===== config.mk =====
export PLATFORM = sky130hd
export DESIGN_NAME = m_axi_cmd
export DESIGN_NICKNAME = d
export VERILOG_FILES = /design/src/rtl/m_axi_cmd.sv
export SDC_FILE = /design/constraint.sdc
export NUM_CORES = 1
export LEC_CHECK = 0
export CORE_ASPECT_RATIO = 0.75
export CORE_MARGIN = 5
export CORE_UTILIZATION = 41
export CTS_CLUSTER_DIAMETER = 30
export DETAILED_ROUTE_END_ITERATION = 12
export PLACE_DENSITY = 0.92
export SYNTH_ARGS = -nofsm -noshare
export SYNTH_HDL_FRONTEND = slang
export SYNTH_SLANG_ARGS = --single-unit

===== constraint.sdc =====
create_clock -name clk -period 4.6 [get_ports clk]
set_clock_uncertainty 0.1 [all_clocks]
set_input_delay 0.69 -clock clk [delete_from_list [all_inputs] [get_ports clk]]
set_output_delay 0.69 -clock clk [all_outputs]
set_load 0.01 [all_outputs]

===== src/rtl/m_axi_cmd.sv =====
// -----------------------------------------------------------------------------
// m_axi_cmd
//   Single-outstanding command bridge onto an AXI master port. It takes one
//   read or write command at a time from a simple valid/ready command port and
//   runs a single-beat AXI transaction. When the transaction completes, it
//   returns a one-cycle response pulse.
//
// Optional feature:
//   M_AXI_TIMEOUT_EN -- when defined, the B/R wait is bounded to TIMEOUT_CYCLES
//   cycles. On expiry the block responds with resp 2'b11 and rdata 0.
//
// Parameters:
//   AXI_ID          constant ID driven on awid_o / arid_o
//   TIMEOUT_CYCLES  response-wait limit in cycles (1..65535), timeout build only
//
// Ports:
//   clk, areset                       clock (rising edge), async active-low reset
//   cmd_valid_i / cmd_ready_o         command handshake, ready only when idle
//   cmd_write_i, cmd_addr_i,
//   cmd_wdata_i, cmd_wstrb_i          command payload (1 = write, 0 = read)
//   rsp_valid_o, rsp_rdata_o,
//   rsp_resp_o                        completion pulse, read data, BRESP/RRESP
//   aw*, w*, b*                       AXI write address / data / response
//   ar*, r*                           AXI read address / data
// -----------------------------------------------------------------------------
module m_axi_cmd #(
  parameter logic [3:0]  AXI_ID         = 4'h0,
  parameter int unsigned TIMEOUT_CYCLES = 16
) (
  input  logic        clk,
  input  logic        areset,
  // command port
  input  logic        cmd_valid_i,
  output logic        cmd_ready_o,
  input  logic        cmd_write_i,
  input  logic [31:0] cmd_addr_i,
  input  logic [31:0] cmd_wdata_i,
  input  logic [3:0]  cmd_wstrb_i,
  // response port
  output logic        rsp_valid_o,
  output logic [31:0] rsp_rdata_o,
  output logic [1:0]  rsp_resp_o,
  // AXI write address
  output logic [3:0]  awid_o,
  output logic [31:0] awaddr_o,
  output logic        awvalid_o,
  input  logic        awready_i,
  // AXI write data
  output logic [31:0] wdata_o,
  output logic [3:0]  wstrb_o,
  output logic        wlast_o,
  output logic        wvalid_o,
  input  logic        wready_i,
  // AXI write response
  input  logic [1:0]  bresp_i,
  input  logic        bvalid_i,
  output logic        bready_o,
  // AXI read address
  output logic [3:0]  arid_o,
  output logic [31:0] araddr_o,
  output logic        arvalid_o,
  input  logic        arready_i,
  // AXI read data
  input  logic [31:0] rdata_i,
  input  logic [1:0]  rresp_i,
  input  logic        rvalid_i,
  output logic        rready_o
);

  typedef enum logic [2:0] {
    IDLE  = 3'd0,
    WADDR = 3'd1,
    WRESP = 3'd2,
    RADDR = 3'd3,
    RDATA = 3'd4
  } state_t;

  state_t      state_q;
  state_t      state_d;

  logic [31:0] addr_q;
  logic [31:0] wdata_q;
  logic [3:0]  wstrb_q;
  logic        aw_done_q;
  logic        w_done_q;
  logic        rsp_valid_q;
  logic [31:0] rsp_rdata_q;
  logic [1:0]  rsp_resp_q;

  logic        aw_hs;
  logic        w_hs;
  logic        b_hs;
  logic        r_hs;
  logic        to_fire;

`ifdef M_AXI_TIMEOUT_EN
  // Wait counter: zero on the first cycle of WRESP/RDATA, +1 per cycle there.
  logic [15:0] wait_cnt_q;
  logic        timeout_hit;

  always_ff @(posedge clk or negedge areset) begin
    if (!areset) begin
      wait_cnt_q <= '0;
    end else if (state_q == WRESP || state_q == RDATA) begin
      wait_cnt_q <= wait_cnt_q + 16'd1;
    end else begin
      wait_cnt_q <= '0;
    end
  end

  // The last permitted wait cycle is count TIMEOUT_CYCLES-1. The response then
  // lands TIMEOUT_CYCLES cycles after entering the wait state.
  assign timeout_hit = (wait_cnt_q == 16'(TIMEOUT_CYCLES - 1));
`else
  logic unused_timeout;
  assign unused_timeout = (TIMEOUT_CYCLES != 0);
`endif

  // State register
  always_ff @(posedge clk or negedge areset) begin
    if (!areset) begin
      state_q <= IDLE;
    end else begin
      state_q <= state_d;
    end
  end

  // Next state and channel controls
  always_comb begin
    state_d     = state_q;
    cmd_ready_o = 1'b0;
    awvalid_o   = 1'b0;
    wvalid_o    = 1'b0;
    arvalid_o   = 1'b0;
    bready_o    = 1'b0;
    rready_o    = 1'b0;
    aw_hs       = 1'b0;
    w_hs        = 1'b0;
    b_hs        = 1'b0;
    r_hs        = 1'b0;
    to_fire     = 1'b0;

    case (state_q)
      IDLE: begin
        cmd_ready_o = 1'b1;
        if (cmd_valid_i) begin
          state_d = cmd_write_i ? WADDR : RADDR;
        end
      end

      WADDR: begin
        // AW and W complete independently. Leave once both are done,
        // counting a handshake that happens in this same cycle.
        awvalid_o = !aw_done_q;
        wvalid_o  = !w_done_q;
        aw_hs     = awvalid_o && awready_i;
        w_hs      = wvalid_o && wready_i;
        if ((aw_done_q || aw_hs) && (w_done_q || w_hs)) begin
          state_d = WRESP;
        end
      end

      WRESP: begin
        bready_o = 1'b1;
        b_hs     = bvalid_i;
`ifdef M_AXI_TIMEOUT_EN
        to_fire  = !bvalid_i && timeout_hit;
`endif
        if (b_hs || to_fire) begin
          state_d = IDLE;
        end
      end

      RADDR: begin
        arvalid_o = 1'b1;
        if (arready_i) begin
          state_d = RDATA;
        end
      end

      RDATA: begin
        rready_o = 1'b1;
        r_hs     = rvalid_i;
`ifdef M_AXI_TIMEOUT_EN
        to_fire  = !rvalid_i && timeout_hit;
`endif
        if (r_hs || to_fire) begin
          state_d = IDLE;
        end
      end

      default: begin
        state_d = IDLE;
      end
    endcase
  end

  // Command capture, per-channel done flags, response registers
  always_ff @(posedge clk or negedge areset) begin
    if (!areset) begin
      addr_q      <= '0;
      wdata_q     <= '0;
      wstrb_q     <= '0;
      aw_done_q   <= 1'b0;
      w_done_q    <= 1'b0;
      rsp_valid_q <= 1'b0;
      rsp_rdata_q <= '0;
      rsp_resp_q  <= '0;
    end else begin
      rsp_valid_q <= 1'b0;

      if (cmd_valid_i && cmd_ready_o) begin
        addr_q    <= cmd_addr_i;
        wdata_q   <= cmd_wdata_i;
        wstrb_q   <= cmd_wstrb_i;
        aw_done_q <= 1'b0;
        w_done_q  <= 1'b0;
      end

      if (aw_hs) begin
        aw_done_q <= 1'b1;
      end
      if (w_hs) begin
        w_done_q <= 1'b1;
      end

      if (b_hs) begin
        rsp_valid_q <= 1'b1;
        rsp_rdata_q <= '0;
        rsp_resp_q  <= bresp_i;
      end else if (r_hs) begin
        rsp_valid_q <= 1'b1;
        rsp_rdata_q <= rdata_i;
        rsp_resp_q  <= rresp_i;
      end else if (to_fire) begin
        rsp_valid_q <= 1'b1;
        rsp_rdata_q <= '0;
        rsp_resp_q  <= 2'b11;
      end
    end
  end

  assign rsp_valid_o = rsp_valid_q;
  assign rsp_rdata_o = rsp_rdata_q;
  assign rsp_resp_o  = rsp_resp_q;

  assign awid_o   = AXI_ID;
  assign arid_o   = AXI_ID;
  assign awaddr_o = addr_q;
  assign araddr_o = addr_q;
  assign wdata_o  = wdata_q;
  assign wstrb_o  = wstrb_q;
  assign wlast_o  = 1'b1;

endmodule

==> results.ini, run 1 <==
[status]
status = finished, final reports clean

[drt]
vias = 3229
routed_wl_um = 12200
routed_via_density = 4.86
ant_nets = 0
drc = 0
dr.pass1.iters = 4
drt_iter0_markers = 144
drt-wirelength-per-cell_um = 18.4

[finish]
seqCellArea_um2 = 2700
nets = 632
drive_gt1_share_pct = 17.9
design_area_um2 = 7140
final_cell_mix = 252 x clkdlybuf4s50_1, 108 x dfrtp_1, 49 x mux2_2
layout_commonest_cell = clkdlybuf4s50_1
area_growth_syn_to_layout_pct = 57.1
multi_input_area_um2 = 1390
nFillCells = 780
n_antenna_cell = 0

[cts]
cts_made_buffers = 9
clock_sinks = 108
cts_tree = yes
cts_max_level = 3
clockBufferDepth = 2
cts-resized-gates = 0
root_buffer = clkbuf_16
cts.clk_slew.worst_paths_ns = 0.07
clk_latency_ns = 0.34
cts_setup_buffers = 0
ctsHoldBuffers = 0

[hold_path]
hold_class = in2async

[synth]
netlist_area_um2 = 4540
avgSynthCellArea_um2 = 14.9
syn_inst = 304
ys_seq_area_share_pct = 59.5
synth_cell_types = 26
synth_seq_cells = 108
ys_warn_count = 0

[global_routing]
grt-ovfl-total = 0
grt_pass1_vias = 3560
grt_pass1_wl_um = 19200
antenna_found_initial = 0
grt_max_degree = 62
grtUsageTotal_pct = 18.1

[setup_path]
end_kind = output port
start_kind = flip-flop
critical_path_class = reg2out
worstPathMaxFanout = 10
arrival_ns = 1.93
slowest_delay_ns = 0.62
crit_family = buffers and inverters
crit_chain = inv_1, nor3b_1, clkdlybuf4s50_1
cp_slowest_cell = clkdlybuf4s50_1
cp_num_cells = 3
required_ns = 3.81
crit_buf_inv = 2
ff2ff_path_depth = 4

[floorplanning]
die_area_um2 = 13300
initial_utilization_pct = 41.7
die_y_um = 101
core_um2 = 10900
rows = 33
io_pins = 263
die_w_um = 132

[sta]
finalCriticalPeriod_ns = 2.72
setup_viol = 0
rsz0062_at_grt = no
slew-limit-headroom_pct = 45.5
max_freq_mhz = 368
hold_violations = 0
setup_tns_ns = 0
fin_crit_sh_pct = 59.0
tightest_slew_ns = 0.815
drv_slew = 0

[place]
place_area_um2 = 6830
port_buffers = 253
dp_hpwl_um = 9430
place_congestion = 0.843

[power]
p_leak_nw = 3.05
p_per_area_nw_per_um2 = 694
vdd_drop_max_v = 0.000335

[run]
maxCapViolCount = 0

## state kept, by name, indices dropped and copies added, names as in the netlist
signal,cells
aw_done_q,1
wstrb_o,4
state_q,3
rsp_resp_o,2
rsp_rdata_o,32
araddr_o,32
rsp_valid_o,1
wdata_o,32
w_done_q,1
## worst register-to-register path, cell delays in order, from the launching register on
cell and delay [ns]:
dfrtp_1 0.55, nor3_4 0.24, and2_4 0.65, buf_4 0.36, mux2_2 0.36
## path summary, 6_finish.rpt
path,start,endpoint,slack [ns]
min in group clk,rsp_resp_o[1],rsp_resp_o[1],0.39
setup reg to reg,state_q[0],araddr_o[6],2.23
max in group asynchronous,areset,araddr_o[30],2.96
hold / removal,areset,araddr_o[2],0.33
setup / recovery,state_q[1],arvalid_o,1.88
hold reg to reg,rsp_resp_o[1],rsp_resp_o[1],0.39
## stage by stage
step | hold slack [ns] | utilization (%) | cells | setup slack, ns | power [mW]
floorplan | 0.294 | - | 311 | 2.81 | 2.97
global placement | 0.366 | 62.7 | 648 | 1.87 | 4.13
detailed placement | 0.372 | 62.7 | 648 | 1.79 | 4.21
CTS | 0.342 | 65.5 | 664 | 1.89 | 5.03
global route | 0.401 | 65.5 | 664 | 1.71 | 5.23
finish | 0.329 | 65.5 | 664 | 1.88 | 4.95
## cell usage after synthesis
library cell,number,share of area (%)
a21o_1,2,0.33
a21oi_1,5,0.55
a221oi_1,1,0.19
a22o_1,35,6.7
and2_1,1,0.14
and4bb_2,2,0.55
buf_12,2,0.88
buf_2,5,0.55
buf_4,49,8.1
buf_6,2,0.50
buf_8,1,0.33
conb_1,2,0.17
dfrtp_1,108,59
inv_1,3,0.25
mux2_2,49,12
mux2_4,20,6.6
nand2_1,1,0.083
nand3b_1,1,0.17
nor2_1,6,0.50
nor2_4,1,0.25
nor3_1,1,0.11
nor3_4,1,0.36
nor3b_1,3,0.50
o211ai_1,1,0.17
o221ai_1,1,0.19
or3b_2,1,0.19
## power breakdown
part / switching (mW) / internal (mW)
registers: 0.325 / 1.40
logic: 0.884 / 1.57
clock network: 0.340 / 0.445
total: 1.55 / 3.41
## cell type report
type,count,area share [%]
Sequential cell,108,37.8
Timing Repair Buffer,256,35.7
Inverter,3,0.158
Clock buffer,11,3.40
Clock inverter,5,0.946
Tap cell,140,2.45
Multi-Input combinational cell,141,19.4
## kinds of logic (layout without fill, tap and decap cells)
| logic type | count (synthesis) | after routing | synth area share (%) |
|---|---|---|---|
| buffers and inverters | 62 | 275 | 10.6 |
| and+or+nand+nor | 18 | 18 | 2.84 |
| other | 2 | 9 | 0.165 |
| muxes | 69 | 69 | 18.8 |
| DFF | 108 | 108 | 59.5 |
| AOI/OAI and AO/OA | 45 | 45 | 8.18 |
## metal layers
| layer | routed length [µm] | track usage [%] |
|---|---|---|
| met5 | 0 | 0 |
| met2 | 6060 | 31.0 |
| met1 | 4810 | 21.4 |
| met3 | 1210 | 7.89 |
| met4 | 141 | 4.51 |
(Power assumes the default switching activity.)
==> run 2, diff against run 1 <==
--- a/config.mk
+++ b/config.mk
@@ -7,10 +7,10 @@
 export LEC_CHECK = 0
 export CORE_ASPECT_RATIO = 0.75
 export CORE_MARGIN = 5
-export CORE_UTILIZATION = 41
+export CORE_UTILIZATION = 34
 export CTS_CLUSTER_DIAMETER = 30
 export DETAILED_ROUTE_END_ITERATION = 12
-export PLACE_DENSITY = 0.92
+export PLACE_DENSITY = 0.82
 export SYNTH_ARGS = -nofsm -noshare
 export SYNTH_HDL_FRONTEND = slang
 export SYNTH_SLANG_ARGS = --single-unit
==> constraint.sdc (replaced) <==
create_clock -name clk -period 2.17 [get_ports clk]
set_clock_uncertainty 0.1 [all_clocks]
set_input_delay 0.3255 -clock clk [delete_from_list [all_inputs] [get_ports clk]]
set_output_delay 0.3255 -clock clk [all_outputs]
set_load 0.01 [all_outputs]
==> run 2 against run 1 <==
Against the previous run: register-to-register slack got worse by 1.9 ns; critical path depth did not move; cell area rose by 2.4%; global-route usage fell by 3.5 points; utilization fell by 9.5 points; final cell count rose by 6.3%; first-iteration DRC count fell by 29%; die area rose by 19%; sequential power rose by 110%; clock power rose by 100%; flip-flop and latch count did not move; largest power group unchanged.
==> results.ini, run 2 (synthesized netlist as in run 1, its figures left out) <==
[power]
p_int_mw = 7.20  ; +110%
p_per_area_nw_per_um2 = 1450  ; +110%
switching_share_pct = 32.0  ; +0.78 points
p_sw_mw = 3.40  ; +120%
sequentialPowerShare_pct = 34.2  ; -0.5 points
p_leak_nw = 3.16  ; +3.4%
clockPowerShare_pct = 15.0  ; -0.8 points
p_comb_share_pct = 50.8  ; +1.4 points
vdd_drop_max_v = 0.000794  ; +140%

[setup_path]
arrival_ns = 1.64  ; -0.29 ns
required_ns = 1.74  ; -2.07 ns
end_kind = output port
slowest_delay_ns = 0.57  ; -0.05 ns
crit_chain = inv_1, nor3b_2, clkdlybuf4s50_1
critical_path_class = reg2out
cp_slowest_cell = clkdlybuf4s50_1
crit_buf_inv = 2  ; unchanged
crit_family = buffers and inverters
worstPathMaxFanout = 5  ; -5
start_kind = flip-flop

[floorplanning]
die_area_um2 = 15800  ; +19%
rows = 36  ; +9.1%
initial_utilization_pct = 34.8  ; -6.9 points
io_pins = 263  ; unchanged
die_y_um = 110  ; +8.8%
die_w_um = 143  ; +9.1%
core_um2 = 13100  ; +20%

[global_routing]
use_met1_pct = 17.0  ; -4.4 points
grt-ovfl-total = 0  ; unchanged
use_met2_pct = 26.4  ; -4.6 points
grt_pass1_wl_um = 18100  ; -6.0%
grt_pass1_vias = 3430  ; -3.7%
antenna_found_initial = 0  ; unchanged
met3_usage_pct = 5.00  ; -2.9 points
grt_max_degree = 109  ; +76%
grtUsageTotal_pct = 14.6  ; -3.5 points
grt_busiest_layer = met2

[sta]
fin_crit_sh_pct = 95.0
drv_slew = 0  ; unchanged
setup_viol = 0  ; unchanged
whs_ns = 0.377  ; +0.0485 ns
tightest_slew_ns = 0.573  ; -0.242 ns
slew-limit-headroom_pct = 61.8  ; +16 points
finalCriticalPeriod_ns = 2.06
max_freq_mhz = 485
rsz0062_at_grt = no
setup_tns_ns = 0  ; unchanged
hold_violations = 0  ; unchanged

[drt]
dr.pass1.iters = 4  ; unchanged
routed_wl_um = 12500  ; +2.6%
routed_via_density = 4.64  ; -4.6%
drt_iter0_markers = 102  ; -29%
drt-wirelength-per-cell_um = 17.8  ; -3.5%
drc = 0  ; unchanged
ant_nets = 0  ; unchanged
vias = 3274  ; +1.4%

[cts]
clk_latency_ns = 0.34  ; about the same
cts_max_level = 3  ; unchanged
cts_tree = yes
clockBufferDepth = 2  ; unchanged
clock_sinks = 108  ; unchanged
cts_made_buffers = 9  ; unchanged
cts.clk_slew.worst_paths_ns = 0.07  ; about the same
root_buffer = clkbuf_16

[status]
status = finished, final reports clean

[finish]
utilization_pct = 56.0  ; -9.5 points
nets = 643  ; +1.7%
area_growth_syn_to_layout_pct = 60.9
layout_commonest_cell = clkdlybuf4s50_1
nFillCells = 1072  ; +37%
final_cell_mix = 249 x clkdlybuf4s50_1, 105 x dfrtp_1, 49 x mux2_2
n_antenna_cell = 0  ; unchanged
drive_gt1_share_pct = 20.7  ; +2.8 points

[place]
place_congestion = 0.843  ; about the same
port_buffers = 253  ; unchanged
dp_hpwl_um = 9590  ; +1.7%

[hold_path]
hold_class = reg2reg

[run]
maxCapViolCount = 0  ; unchanged

-- run 2: path summary, 6_finish.rpt --
kind,startpoint,end,slack (ns),cells after the start
hold / removal,rsp_resp_o[1],rsp_resp_o[1],0.38,1
setup reg to reg,state_q[1],araddr_o[4],0.30,5
min in group asynchronous,areset,wdata_o[0],0.50,3
max in group asynchronous,areset,state_q[1],1.00,3
hold reg to reg,rsp_resp_o[1],rsp_resp_o[1],0.38,1
setup / recovery,state_q[1],arvalid_o,0.11,3
-- run 2: stage by stage --
stage | cell area [µm²] | instances | setup slack, ns | total power [mW]
2_1_floorplan | 4570 | 311 | 0.415 | 6.30
3_3_place_gp | 6940 | 684 | 0.279 | 8.88
3_5_place_dp | 6940 | 684 | 0.233 | 9.02
4_1_cts | 7270 | 703 | 0.0137 | 10.7
5_1_grt | 7310 | 706 | 0.00606 | 11.2
6_report | 7310 | 706 | 0.109 | 10.6
-- run 2: layer usage --
metal | vias up | part of all wire (%)
met5 | - | 0
met4 | 0 | 0.71
met3 | 11 | 8.6
met2 | 156 | 51
met1 | 1631 | 39
li1 | 1476 | -
-- run 2: final cells by class --
type	instances	area, µm²	area share [%]
Clock inverter	7	72.6	0.992
Timing Repair Buffer	267	2680	36.7
Multi-Input combinational cell	141	1400	19.2
Clock buffer	9	225	3.08
Sequential cell	108	2710	37.0
Inverter	3	11.3	0.154
Tap cell	171	214	2.93
-- run 2: power by group through the flow --
stage	clock network (mW)	registers, mW	logic (mW)
floorplan	0	3.95	2.35
global placement	0	3.60	5.28
detailed placement	0	3.66	5.37
CTS	1.65	3.64	5.43
global route	1.72	3.74	5.69
finish	1.59	3.62	5.39
-- run 2: timing repair --
item | CTS | global route
hold buffers | 1 | 0
hold endpoints to repair | 105 | 0
setup endpoints to repair | 5 | 5
setup buffers | 2 | 3
resized for setup | 4 | 5
pin swaps | 0 | 0
